$ cat config.mk
export PLATFORM = sky130hd
export DESIGN_NAME = serial_adder_ctrl
export DESIGN_NICKNAME = d
export VERILOG_FILES = /design/src/rtl/serial_adder_pkg.sv /design/src/rtl/full_adder.sv /design/src/rtl/half_adder.sv /design/src/rtl/serial_adder_ctrl.sv
export SDC_FILE = /design/constraint.sdc
export NUM_CORES = 1
export LEC_CHECK = 0
export ABC_CLOCK_PERIOD_IN_PS = 1300
export CAP_MARGIN = 20
export CORE_MARGIN = 3
export CORE_UTILIZATION = 30
export CTS_CLUSTER_SIZE = 12
export DETAILED_ROUTE_END_ITERATION = 16
export PLACE_DENSITY_LB_ADDON = 0.05
export SYNTH_ARGS = -nofsm -noshare
export SYNTH_HDL_FRONTEND = slang
export SYNTH_SLANG_ARGS = --single-unit
export TNS_END_PERCENT = 50
$ cat constraint.sdc
create_clock -name clk -period 1.3 [get_ports clk]
set_input_delay 0.39 -clock clk [delete_from_list [all_inputs] [get_ports clk]]
set_output_delay 0.39 -clock clk [all_outputs]
set_load 0.005 [all_outputs]
$ cat src/rtl/serial_adder_pkg.sv
// Shared constants for the bit-serial adder controller: state encoding and default width.
package serial_adder_pkg;

    localparam int SA_WIDTH_DEFAULT = 8;

    localparam logic [1:0] ST_IDLE = 2'd0;
    localparam logic [1:0] ST_RUN  = 2'd1;
    localparam logic [1:0] ST_DONE = 2'd2;

    typedef enum logic [1:0] {
        S_IDLE = ST_IDLE,
        S_RUN  = ST_RUN,
        S_DONE = ST_DONE
    } sa_state_e;

endpackage

$ cat src/rtl/full_adder.sv
// One-bit full adder cell built from two half adders.
module full_adder (
    input  logic a,
    input  logic b,
    input  logic ci,
    output logic s,
    output logic co
);

    logic s0;
    logic c0;
    logic c1;

    half_adder u_ha0 (.a(a),  .b(b),  .s(s0), .c(c0));
    half_adder u_ha1 (.a(s0), .b(ci), .s(s),  .c(c1));

    assign co = c0 | c1;

endmodule

$ cat src/rtl/half_adder.sv
// One-bit half adder cell.
module half_adder (
    input  logic a,
    input  logic b,
    output logic s,
    output logic c
);

    assign s = a ^ b;
    assign c = a & b;

endmodule

$ cat src/rtl/serial_adder_ctrl.sv
// Bit-serial adder: one full adder swept over WIDTH bits, LSB first, with
// valid/ready handshakes on the operand and result sides.
//
//   state  | meaning
//   IDLE   | waiting for an operand pair (in_ready high)
//   RUN    | adding one bit per cycle, carry held in a flop
//   DONE   | result presented (out_valid high) until out_ready
module serial_adder_ctrl
    import serial_adder_pkg::*;
#(
    parameter int WIDTH = SA_WIDTH_DEFAULT
) (
    input  logic             clk,
    input  logic             rst_n,
    input  logic             in_valid,
    output logic             in_ready,
    input  logic [WIDTH-1:0] a,
    input  logic [WIDTH-1:0] b,
    input  logic             cin,
    output logic             out_valid,
    input  logic             out_ready,
    output logic [WIDTH-1:0] sum,
    output logic             cout,
    output logic             busy
);

    localparam int            CW       = (WIDTH > 1) ? $clog2(WIDTH) : 1;
    localparam logic [CW-1:0] CNT_LAST = CW'(WIDTH - 1);

    sa_state_e        state_q, state_d;
    logic [WIDTH-1:0] a_sh_q, a_sh_d;
    logic [WIDTH-1:0] b_sh_q, b_sh_d;
    logic [WIDTH-1:0] res_q, res_d;
    logic [WIDTH-1:0] sum_q, sum_d;
    logic             carry_q, carry_d;
    logic             cout_q, cout_d;
    logic [CW-1:0]    cnt_q, cnt_d;

    logic             fa_s;
    logic             fa_co;
    logic [WIDTH-1:0] res_shift;

    full_adder u_fa (
        .a  (a_sh_q[0]),
        .b  (b_sh_q[0]),
        .ci (carry_q),
        .s  (fa_s),
        .co (fa_co)
    );

    // New sum bit enters at the MSB so the result is LSB-aligned after WIDTH shifts.
    if (WIDTH == 1) begin : g_res_w1
        assign res_shift = fa_s;
    end else begin : g_res_wn
        assign res_shift = {fa_s, res_q[WIDTH-1:1]};
    end

    always_comb begin
        state_d = state_q;
        a_sh_d  = a_sh_q;
        b_sh_d  = b_sh_q;
        res_d   = res_q;
        sum_d   = sum_q;
        carry_d = carry_q;
        cout_d  = cout_q;
        cnt_d   = cnt_q;
        case (state_q)
            S_IDLE: begin
                if (in_valid) begin
                    a_sh_d  = a;
                    b_sh_d  = b;
                    carry_d = cin;
                    cnt_d   = '0;
                    state_d = S_RUN;
                end
            end
            S_RUN: begin
                a_sh_d  = a_sh_q >> 1;
                b_sh_d  = b_sh_q >> 1;
                res_d   = res_shift;
                carry_d = fa_co;
                cnt_d   = cnt_q + CW'(1);
                if (cnt_q == CNT_LAST) begin
                    sum_d   = res_shift;
                    cout_d  = fa_co;
                    state_d = S_DONE;
                end
            end
            S_DONE: begin
                if (out_ready) begin
                    state_d = S_IDLE;
                end
            end
            default: state_d = S_IDLE;
        endcase
    end

    always_ff @(posedge clk or negedge rst_n) begin
        if (!rst_n) begin
            state_q <= S_IDLE;
            a_sh_q  <= '0;
            b_sh_q  <= '0;
            res_q   <= '0;
            sum_q   <= '0;
            carry_q <= 1'b0;
            cout_q  <= 1'b0;
            cnt_q   <= '0;
        end else begin
            state_q <= state_d;
            a_sh_q  <= a_sh_d;
            b_sh_q  <= b_sh_d;
            res_q   <= res_d;
            sum_q   <= sum_d;
            carry_q <= carry_d;
            cout_q  <= cout_d;
            cnt_q   <= cnt_d;
        end
    end

    assign in_ready  = (state_q == S_IDLE);
    assign out_valid = (state_q == S_DONE);
    assign busy      = (state_q != S_IDLE);
    assign sum       = sum_q;
    assign cout      = cout_q;

endmodule

# Word-level counts from Yosys, hierarchy flattened
# Index checks and enable logic that the tools add are counted.
# totals
regBits	39
input_bits	21
output_inout_bits	12
wordCells	38
# op_classes
n_addsub	1
eq_ne	6
mux	12
bitwise_logic	5
reduce_logical	6
# op_table
op	n
$pmux W8 S2	2
$mux W8	2
$mux W2	3
$pmux W2 S3	1
$pmux W3 S2	1
$ne A2 B2 Y1 const B	2
$reduce_and A2 Y1	2
$reduce_bool A2 Y1	2
$add A3 B1 Y3 const B	1
$eq A3 B3 Y1 const B	1
$mux W3	1
$reduce_and A3 Y1	1
$and A1 B1 Y1	2
$eq A2 B1 Y1 const B	1
$eq A2 B2 Y1 const B	1
$logic_not A2 Y1	1
$ne A2 B1 Y1 const B	1
$pmux W1 S2	1
$xor A1 B1 Y1	2
$mux W1	1
$or A1 B1 Y1	1

# Longest topological paths before layout
# logic_depth
word_depth	4
ltp_mapped	5

# Modules after synthesis
# From an unflattened synthesis, not the netlist that was laid out.
# unflattened
cells_unflattened	142
area_unflattened_um2	1764.2
# modules_own_cells
mod	n_inst	cells_each	area_each_um2	seq_area_each_um2
serial_adder_ctrl	1	139	1732.9	950.9
half_adder	2	1	12.5	0.0
full_adder	1	1	6.3	0.0

# Worst setup path before layout
# No wires, ideal clock.
# synth_timing
path_kind	reg2out
startpoint	register state_q[1]
endpoint	output port in_ready
arrival_ns	1.060
slack_ns	-0.150
path_stages_with_launch	5
path_cell_list	dfrtp_1 -> buf_2 -> buf_2 -> or2_2 -> inv_1
# synth_via
elab_chain_cells	1
# synth_rtl
element	line_no	text
start, declared	serial_adder_ctrl.sv:30	sa_state_e state_q, state_d;
start signal, assigned	serial_adder_ctrl.sv:109	state_q <= state_d;
$logic_not A2 Y1	serial_adder_ctrl.sv:120	assign in_ready = (state_q == S_IDLE);
end, declared	serial_adder_ctrl.sv:16	output logic in_ready,
# Every way passes these cells.

# Worst setup path in the final report
# Same ends and word-level chain as after synthesis.

==> impl_metrics.yaml <==
critical_path:
  required_ns: 0.91
  critPathCaptureType: "primary output"
  critical_path_class: "flop to primary output"
  start_kind: "flop"
  critPathArrivalTime_ns: 1.10
  r2r-start: "state_q[0]"
  r2r-end: "b_sh_q[4]"
  crit_fanout: 2
  worstRegToRegCells: 4
  r2r_slack_ns: -0.15
cells_and_area:
  layout.nets: 208
  final-instance-count-excl-fill: 257
  final_util_pct: 46.8
  area_delta_synth_final_pct: 47.6
  final_cell_area_mm2: 0.00263
  diodes: 0
  drive_gt1_share_pct: 48.1
global_route:
  grt_util_all_layers_pct: 11.7
  grt_max_degree: 39
  overflow: 0
  grt_pass1_vias: 1299
  grt_first_pass_wirelength_mm: 6.62
  antenna_found_initial: 0
timing:
  relSlewSlack_pct: 74.2
  finalCritPeriodShare_pct: 115
  drv_slew: 0
  setup_ws_ns: -0.193
  finalClockSkew_ns: 0.00784
  finalHoldWorstSlack_ns: 0.0525
  setup-violations-final: 38
  rsz0062_at_grt: "true"
  tightest_slew_ns: 0.381
  fmaxAchievable_mhz: 670
  hold_viol_final: 0
  period_needed_ns: 1.49
route:
  totalWireLength_mm: 3.99
  firstDrtPassIters: 4
  via_per_inst: 4.92
  antenna_left: 0
  wl_per_cell_um: 15.5
  drt_iter0_drc: 33
  drc_errors: 0
  via_count: 1265
yosys:
  netlist_area_mm2: 0.00178
  synth-seq-cells: 38
  synth_fp_nets: 153
  yosysTopAreaCell: "dfrtp_1"
  synth.yosys.warnings: 0
  avgSynthCellArea_um2: 13.8
  syn_inst: 129
  synthFlopType: "dfrtp_1"
  yosysSeqAreaShare_pct: 53.5
  yosysUniqueCellTypes: 26
  synth.top_cell.area_share_pct: 53.5
  synth_common_cells: "38 x dfrtp_1, 11 x o221a_2, 11 x or4b_1"
  yosysMostFrequentCell: "dfrtp_1"
  ys_async_sr_fraction_pct: 100
  synthTopCellsByArea: "dfrtp_1 53%, mux2_4 7.6%, o221a_2 7.0%"
  synth_edf_count: 0
clock_network:
  worstSkewPairLatency_ns: 0.29
  clock-sinks: 38
  cts_made_buffers: 5
  cts.clk_slew.worst_paths_ns: 0.08
  root_buffer: "clkbuf_8"
  cts_tree: "done"
  h-tree-depth: 2
  clockBufferDepth: 2
floorplanning:
  dieArea_mm2: 0.00689
  io_pins: 33
  start_util_pct: 31.7
  coreArea_mm2: 0.00561
  fp.dieW_um: 83.0
  die_h_um: 83.0
  rows: 27
pwr:
  pwr-share-comb_pct: 49.1
  p_switching_uw: 1770
  seqPwrFrac_pct: 36.3
  total_power_uw: 5790
  cellLeakagePower_uw: 0.00118
  cell_internal_pwr_uw: 4020
  ir_drop_mv: 0.761
  pwr-share-clk_pct: 14.6
  power_density_mw_per_mm2: 2200
  switching_share_pct: 30.6
run_status:
  outcome: "finished with violations"
  violations: "negative setup slack"
placement:
  gp_congestion: 0.721
  portBuffers: 32
  hpwl_mm: 2.51
  dp.cells: 235
  place_area_mm2: 0.00227
hold_path:
  hold_class: "input pin to asynchronous set/reset pin"
run:
  drv_cap: 0
==> routing by layer <==
layer,track usage (%),vias up,wire length [um]
li1,-,601,-
met1,15.1,628,1690
met2,18.9,31,2060
met3,3.08,5,192
met4,4.46,0,46
met5,0,-,0
==> power by group through the flow <==
| stage | clock network [uW] | registers [uW] | logic, uW |
|---|---|---|---|
| global placement | 0 | 2120 | 2310 |
| floorplan | 0 | 2050 | 1460 |
| detailed placement | 0 | 2130 | 2350 |
| finish | 844 | 2100 | 2840 |
| CTS | 871 | 2100 | 2620 |
| global route | 925 | 2190 | 3100 |
==> area by class of cell <==
cell class	instances	area (um2)
timing repair buffer	60	631
inverter	6	22.5
clock buffer	6	82.6
tap	72	90.1
multi-input combinational	73	836
fill	527	2980
sequential	38	951
clock inverter	2	12.5
==> registers in the layout, indices dropped and copies added (netlist names) <==
register	count
carry_q	1
b_sh_q	8
state_q	2
res_q	7
sum	8
cnt_q	3
cout	1
a_sh_q	8
==> layout by cell type, fill, tap and decap left out, types with 5 or more instances in the layout <==
cell type,synthesis,final
dfrtp_1,38,38
clkdlybuf4s50_1,0,18
buf_4,0,13
o221a_2,11,11
or4b_1,11,10
mux2_4,9,10
buf_6,1,8
nor3b_1,6,6
mux2_2,7,6
clkbuf_8,0,6
clkbuf_2,0,6
buf_12,0,5
==> cell families after synthesis <==
| logic type | count (synthesis) | synth area share [%] |
|---|---|---|
| AO/OA/AOI/OAI | 23 | 12.2 |
| adder cells (fa/ha/maj) | 3 | 2.53 |
| buffers and inverters | 18 | 4.79 |
| flip-flops | 38 | 53.5 |
| multiplexers | 17 | 12.6 |
| AND/OR/NAND/NOR | 30 | 14.4 |
==> critical path, cell delays in order (launching register included) <==
cell and delay, ns:
dfrtp_1 0.40, or2_4 0.27, inv_2 0.06, buf_6 0.08
==> what timing repair did <==
| action | in CTS | in global routing |
|---|---|---|
| setup buffers | 8 | 2 |
| endpoints found under the setup margin | 43 | 44 |
| gates cloned | 0 | 4 |
| resized for setup | 47 | 19 |
| pin swaps | 9 | 13 |
| hold buffers | 0 | 0 |
==> worst max-delay path by stage <==
stage / start / end / slack (ns) / depth (start not counted)
3_5_place_dp: in_valid / a_sh_q[3] / -0.47 / 4
6_report: state_q[1] / in_ready / -0.19 / 3
3_3_place_gp: in_valid / a_sh_q[3] / -0.43 / 4
2_1_floorplan: cnt_q[0] / cout / -0.06 / 5
4_1_cts: state_q[0] / in_ready / -0.20 / 3
5_1_grt: state_q[1] / in_ready / -0.24 / 3
==> per-stage QoR <==
| stage | setup slack [ns] | TNS [ns] |
|---|---|---|
| final | -0.193 | -3.55 |
| after global routing | -0.236 | -5.28 |
| after CTS | -0.200 | -4.09 |
| after detailed placement | -0.465 | -10.18 |
| after global placement | -0.434 | -9.86 |
| after floorplan | -0.0631 | -0.621 |
(Power assumes the default switching activity.)
